**src/rtl/mem_bus_pkg.sv**
```systemverilog
// Shared types and default region map for the CPU-to-slave memory router.
package mem_bus_pkg;

  typedef enum logic [1:0] {
    IDLE   = 2'd0,
    ACCESS = 2'd1,
    DONE   = 2'd2
  } state_t;

  typedef enum logic [1:0] {
    ERR_NONE     = 2'd0,
    ERR_UNMAPPED = 2'd1,
    ERR_CONFLICT = 2'd2,
    ERR_TIMEOUT  = 2'd3
  } err_code_t;

  localparam logic [23:0] FLASH_BASE = 24'h000000;
  localparam logic [23:0] FLASH_MASK = 24'hE00000;
  localparam logic [23:0] DRAM_BASE  = 24'h200000;
  localparam logic [23:0] DRAM_MASK  = 24'hE00000;
  localparam logic [23:0] SRAM_BASE  = 24'h400000;
  localparam logic [23:0] SRAM_MASK  = 24'hFF0000;
  localparam logic [23:0] LED_BASE   = 24'hFF0000;
  localparam logic [23:0] LED_MASK   = 24'hFF0000;

  // Channel 0 sits in the low bits, matching the packed CH_BASE/CH_MASK layout.
  localparam logic [95:0] DEFAULT_BASE = {LED_BASE, SRAM_BASE, DRAM_BASE, FLASH_BASE};
  localparam logic [95:0] DEFAULT_MASK = {LED_MASK, SRAM_MASK, DRAM_MASK, FLASH_MASK};

endpackage

```
**src/rtl/mem_region_decode.sv**
```systemverilog
// Combinational base/mask region decoder; the lowest-index matching channel wins.
module mem_region_decode #(
  parameter int                       N_CH   = 4,
  parameter int                       ADDR_W = 24,
  parameter logic [N_CH*ADDR_W-1:0]   BASE   = '0,
  parameter logic [N_CH*ADDR_W-1:0]   MASK   = '0,
  localparam int                      CH_W   = (N_CH > 1) ? $clog2(N_CH) : 1
) (
  input  logic [ADDR_W-1:0] addr_i,
  output logic              hit_o,
  output logic [CH_W-1:0]   ch_idx_o
);

  // NOTE: every output gets a default before the loop so no latch is inferred.
  always_comb begin
    hit_o    = 1'b0;
    ch_idx_o = '0;
    // Scan downwards so the last (lowest-index) match overwrites the others.
    for (int i = N_CH - 1; i >= 0; i--) begin
      if ((addr_i & MASK[i*ADDR_W +: ADDR_W]) ==
          (BASE[i*ADDR_W +: ADDR_W] & MASK[i*ADDR_W +: ADDR_W])) begin
        hit_o    = 1'b1;
        ch_idx_o = CH_W'(i);
      end
    end
  end

endmodule

```
**src/rtl/mem_bus_router.sv**
```systemverilog
// Single-master router: decodes CPU accesses onto N slave channels with
// per-channel wait states, a watchdog, and a sticky first-error status.
module mem_bus_router
  import mem_bus_pkg::*;
#(
  parameter int                     N_CH    = 4,
  parameter int                     ADDR_W  = 24,
  parameter int                     DATA_W  = 16,
  parameter logic [N_CH*ADDR_W-1:0] CH_BASE = '0,
  parameter logic [N_CH*ADDR_W-1:0] CH_MASK = '0,
  parameter logic [N_CH*4-1:0]      CH_WAIT = '0,
  parameter int                     TIMEOUT = 255
) (
  input  logic                   clk,
  input  logic                   rst,
  input  logic [ADDR_W-1:0]      addr_i,
  input  logic                   re_i,
  input  logic                   we_i,
  input  logic [DATA_W-1:0]      wdata_i,
  output logic [DATA_W-1:0]      rdata_o,
  output logic                   needWait_o,
  output logic [N_CH-1:0]        ch_sel_o,
  output logic [ADDR_W-1:0]      ch_addr_o,
  output logic                   ch_re_o,
  output logic                   ch_we_o,
  output logic [DATA_W-1:0]      ch_wdata_o,
  input  logic [N_CH*DATA_W-1:0] ch_rdata_i,
  input  logic [N_CH-1:0]        ch_wait_i,
  output logic                   err_o,
  output logic [1:0]             err_code_o,
  output logic [ADDR_W-1:0]      err_addr_o,
  input  logic                   err_clr_i
);

  localparam int CH_W  = (N_CH > 1) ? $clog2(N_CH) : 1;
  localparam int CNT_W = $clog2(TIMEOUT + 1);

  state_t            r_state, w_next;
  logic [CH_W-1:0]   r_ch, w_dec_idx;
  logic              w_dec_hit;
  logic              r_we;
  logic [ADDR_W-1:0] r_addr, r_err_addr;
  logic [DATA_W-1:0] r_wdata, r_rdata;
  logic [CNT_W-1:0]  r_wait_cnt, r_to_cnt;
  logic              r_err;
  err_code_t         r_err_code;

  logic              w_req, w_start, w_bad, w_complete, w_timeout, w_access;
  logic              w_err_set;
  err_code_t         w_err_code;
  logic [ADDR_W-1:0] w_err_addr;

  mem_region_decode #(
    .N_CH   (N_CH),
    .ADDR_W (ADDR_W),
    .BASE   (CH_BASE),
    .MASK   (CH_MASK)
  ) u_decode (
    .addr_i   (addr_i),
    .hit_o    (w_dec_hit),
    .ch_idx_o (w_dec_idx)
  );

  assign w_req      = re_i | we_i;
  assign w_access   = (r_state == ACCESS);
  assign w_start    = (r_state == IDLE) && w_req;
  assign w_bad      = w_start && (!w_dec_hit || (re_i && we_i));
  assign w_complete = w_access && (r_wait_cnt == '0) && !ch_wait_i[r_ch];
  assign w_timeout  = w_access && !w_complete && (r_to_cnt == CNT_W'(TIMEOUT - 1));

  // NOTE: state and datapath registers use non-blocking assignments only.
  always_ff @(posedge clk or posedge rst) begin
    if (rst) r_state <= IDLE;
    else     r_state <= w_next;
  end

  always_comb begin
    w_next = r_state;
    case (r_state)
      IDLE:    if (w_start) w_next = w_bad ? DONE : ACCESS;
      // A request dropped mid-access skips DONE so the next one is taken at once.
      ACCESS:  if (w_complete || w_timeout) w_next = w_req ? DONE : IDLE;
      DONE:    if (!w_req) w_next = IDLE;
      default: w_next = IDLE;
    endcase
  end

  always_ff @(posedge clk or posedge rst) begin
    if (rst) begin
      r_ch       <= '0;
      r_we       <= 1'b0;
      r_addr     <= '0;
      r_wdata    <= '0;
      r_rdata    <= '0;
      r_wait_cnt <= '0;
      r_to_cnt   <= '0;
    end else begin
      if (w_start) begin
        r_ch       <= w_dec_idx;
        r_we       <= we_i;
        r_addr     <= addr_i;
        r_wdata    <= wdata_i;
        r_wait_cnt <= CNT_W'(CH_WAIT[w_dec_idx*4 +: 4]);
        r_to_cnt   <= '0;
        if (w_bad) r_rdata <= '1;
      end
      if (w_access) begin
        if (r_wait_cnt != '0) r_wait_cnt <= r_wait_cnt - CNT_W'(1);
        r_to_cnt <= r_to_cnt + CNT_W'(1);
        if (w_complete && !r_we) r_rdata <= ch_rdata_i[r_ch*DATA_W +: DATA_W];
        if (w_timeout)           r_rdata <= '1;
      end
    end
  end

  assign w_err_set  = w_bad || w_timeout;
  assign w_err_code = w_timeout ? ERR_TIMEOUT : ((re_i && we_i) ? ERR_CONFLICT : ERR_UNMAPPED);
  assign w_err_addr = w_timeout ? r_addr : addr_i;

  always_ff @(posedge clk or posedge rst) begin
    if (rst) begin
      r_err      <= 1'b0;
      r_err_code <= ERR_NONE;
      r_err_addr <= '0;
    end else if (w_err_set) begin
      r_err <= 1'b1;
      if (!r_err) begin
        r_err_code <= w_err_code;
        r_err_addr <= w_err_addr;
      end
    end else if (err_clr_i) begin
      r_err <= 1'b0;
    end
  end

  // Gated by rst so the CPU stall also drops while reset is held.
  assign needWait_o = !rst && w_req && (r_state != DONE);
  assign ch_sel_o   = w_access ? (N_CH'(1) << r_ch) : '0;
  assign ch_re_o    = w_access && !r_we;
  assign ch_we_o    = w_access && r_we;
  assign ch_addr_o  = r_addr;
  assign ch_wdata_o = r_wdata;
  assign rdata_o    = r_rdata;
  assign err_o      = r_err;
  assign err_code_o = r_err_code;
  assign err_addr_o = r_err_addr;

endmodule

```
**config.mk**
```make
export PLATFORM = sky130hd
export DESIGN_NAME = mem_bus_router
export DESIGN_NICKNAME = d
export VERILOG_FILES = /design/src/rtl/mem_bus_pkg.sv /design/src/rtl/mem_region_decode.sv /design/src/rtl/mem_bus_router.sv
export SDC_FILE = /design/constraint.sdc
export NUM_CORES = 1
export LEC_CHECK = 0
export BUFFER_PORTS_ARGS = -buffer_cell sky130_fd_sc_hd__buf_2
export CAP_MARGIN = 30
export CORE_ASPECT_RATIO = 0.6
export CORE_MARGIN = 2
export CORE_UTILIZATION = 47
export DETAILED_ROUTE_END_ITERATION = 10
export PLACE_DENSITY = 0.8
export SLEW_MARGIN = 20
export SYNTH_ARGS = -nofsm -noshare
export SYNTH_HDL_FRONTEND = slang
export SYNTH_SLANG_ARGS = --single-unit
```
**constraint.sdc**
```tcl
create_clock -name clk -period 4.8 [get_ports clk]
set_input_delay 0.72 -clock clk [delete_from_list [all_inputs] [get_ports clk]]
set_output_delay 0.72 -clock clk [all_outputs]
set_load 0.01 [all_outputs]
```
==> flow_metrics.env <==
export IMPL_internal_power_mw=1.300
export IMPL_relSlewSlack=0.5136
export IMPL_fillers=782
export IMPL_cts_tree="done"
export IMPL_fin_cells=708
export IMPL_power_frac_comb=0.074
export IMPL_grt_use_total=0.2226
export IMPL_leakage_nw=2.903
export IMPL_worst_slew_pin_slew_ns=0.7296
export IMPL_synth_seq_area_share=0.5703
export IMPL_yosys_top_cells_area="dfrtp_1, nand2_1, o221a_1, a2bb2oi_1, nand2b_1"
export IMPL_drv_cap=0
export IMPL_ant_nets=0
export IMPL_worstSetupEndpointType="output pin"
export IMPL_critPathRequiredTime_ns=4.08
export IMPL_skew_ns=0.006715
export IMPL_synth_area_um2=4476
export IMPL_fin_crit_sh=0.5374
export IMPL_areaGrowthSynthToFinish_pct=24.43
export IMPL_design_area_um2=5569
export IMPL_clkTransAtPathRegs_ns=0.07
export IMPL_ys_warnings_count=0
export IMPL_ctsHoldBuffers=0
export IMPL_num_vias=3732
export IMPL_yosys_cell_types_count=48
export IMPL_dp_cells=691
export IMPL_io_buffers=148
export IMPL_drive_above_1_share=0.3183
export IMPL_fp_dieH_um=79.59
export IMPL_cts_root_buf="clkbuf_16"
export IMPL_initial_core_util=0.4853
export IMPL_synth_enable_flop_cells=0
export IMPL_max_freq_mhz=387.7
export IMPL_wirelength_um=11070
export IMPL_gp_congestion=0.8128
export IMPL_viasPerCell=5.271
export IMPL_hp_class="input pin to asynchronous set/reset pin"
export IMPL_worstPathMaxFanout=16
export IMPL_clkLatencyLatePin_ns=0.34
export IMPL_synth_top_area_frac=0.5703
export IMPL_cp_start_kind="flop"
export IMPL_setup_viol=0
export IMPL_die_area_um2=10340
export IMPL_slew_violations=0
export IMPL_pwr_share_seq=0.527
export IMPL_post_cts_buffers=0
export IMPL_htree_levels=3
export IMPL_drt_initial_drc_count=198
export IMPL_seq_area_um2=2552
export IMPL_cp_arrival_ns=1.86
export IMPL_tns_ns=0
export IMPL_antenna_cells=0
export IMPL_p_per_area_nw_per_um2=308.5
export IMPL_critical_path_class="flop to output pin"
export IMPL_nets=690
export IMPL_fp_row_count=27
export IMPL_wire_per_inst_um=15.64
export IMPL_pwr_share_clk=0.398
export IMPL_multi_input_area_um2=1747
export IMPL_synth_seq_cells=102
export IMPL_clock_path_buffers=2
export IMPL_core_area_um2=9223
export IMPL_placed_area_um2=5273
export IMPL_first_pass_iters=5
export IMPL_async_flop_share=1.000
export IMPL_synth_largest_area_cell="dfrtp_1"
export IMPL_die_w_um=130.0
export IMPL_io_pins=203
export IMPL_outcome="completed"
export IMPL_grt_overflow_total=0
export IMPL_grt_first_pass_wirelength_um=17950
export IMPL_p_switching_uw=418.0
export IMPL_grt_max_degree=59
export IMPL_synthFlopType="dfrtp_1"
export IMPL_antenna_found_initial=0
export IMPL_period_needed_ns=2.579
export IMPL_sw_frac_of_total=0.2433
export IMPL_synthesis_instances=436
export IMPL_drc=0
export IMPL_hold_viol_final=0
export IMPL_clock_sinks=102
export IMPL_numCtsBuffers=9
export IMPL_dpl_hpwl_um=7747
export IMPL_rsz0062_at_grt="no"
export IMPL_ir_worst_vdd_uv=220.2
export IMPL_synth_area_per_cell_um2=10.27
export IMPL_cts_resized=0
export IMPL_grt_pass1_vias=3686
[cell usage after synthesis (3+ instances only)]
library cell,count
nand2_1,132
dfrtp_1,102
nand2b_1,22
o221a_1,19
nor3_1,18
o21ai_0,18
a2bb2oi_1,16
clkbuf_1,14
nand3_1,12
nor2_1,8
inv_1,7
buf_2,6
mux2i_1,5
o221a_2,5
buf_4,4
buf_6,4
ha_1,4
a31oi_1,3
or2b_1,3
[per-layer routing]
layer,global-route usage,up-vias,part of all wire
li1,-,1773,-
met1,0.2955,1794,0.44
met2,0.3586,159,0.46
met3,0.07440,6,0.092
met4,0.04731,0,0.0057
met5,0,-,0
[worst paths after layout]
check,startpoint,end,slack [ns],cells past startpoint
min in group clk,err_code_o[1],err_code_o[1],0.47,1
worst min-delay path,rst,err_addr_o[5],0.45,2
worst max register to register,r_state[1],err_addr_o[19],2.29,5
worst max-delay path,r_state[1],ch_we_o,2.22,4
worst min register to register,err_code_o[1],err_code_o[1],0.47,1
max in group asynchronous,rst,ch_addr_o[4],3.20,3
[cell families after synthesis]
logic type | share of synthesized area
adders and majority gates | 0.01118
muxes | 0.01118
buffers and inverters | 0.04277
DFF | 0.5703
and+or+nand+nor | 0.2203
xor gates and xnor gates | 0.003915
other | 0.0008379
AOI/OAI and AO/OA | 0.1395
[state kept, by name (all words and copies together), names as in the netlist]
register,cells
r_state,2
rdata_o,16
r_we,1
err_code_o,2
err_addr_o,24
ch_addr_o,24
r_to_cnt,8
err_o,1
r_wait_cnt,8
ch_wdata_o,16
[stage by stage]
stage | utilization | worst slack (ns) | total power [mW] | hold WS [ns]
5_1_grt | 0.6039 | 2.096 | 1.788 | 0.4948
3_5_place_dp | 0.5717 | 2.120 | 1.052 | 0.4568
4_1_cts | 0.6017 | 2.235 | 1.735 | 0.4636
6_report | 0.6039 | 2.221 | 1.718 | 0.4461
2_1_floorplan | - | 0.8199 | 0.9811 | 0.4431
3_3_place_gp | 0.5701 | 1.999 | 1.046 | 0.4422
[power by group through the flow]
stage	Combinational, mW	Clock (mW)	Sequential [mW]
2_1_floorplan	0.0465	0	0.935
3_3_place_gp	0.126	0	0.921
3_5_place_dp	0.130	0	0.922
4_1_cts	0.130	0.699	0.906
5_1_grt	0.143	0.735	0.910
6_report	0.128	0.684	0.906
[layout make-up]
type,instances,area share
repair buffers,153,0.1433
well taps,130,0.02921
inverters,8,0.005841
multi-input cells,299,0.3136
clock buffers,10,0.04111
clock inverters,6,0.008537
flip-flops and latches,102,0.4583
[layout by cell type (no fill, tap or decap), types with 4 or more instances in the layout]
master	netlist	routed
a2bb2oi_1	16	16
buf_2	6	148
clkbuf_16	0	9
dfrtp_1	102	102
ha_1	4	4
inv_1	7	6
mux2i_1	5	5
nand2_1	132	131
nand2b_1	22	22
nand3_1	12	12
nor2_1	8	8
nor3_1	18	17
o21ai_0	18	18
o221a_1	19	19
o221a_2	5	5
[critical path, cell delays in order, from the launching register on]
cell and delay [ns]:
dfrtp_1 0.44, nand2b_1 0.54, inv_2 0.20, and2_1 0.21, buf_2 0.13
No activity file was read; power rests on OpenSTA's default activity.
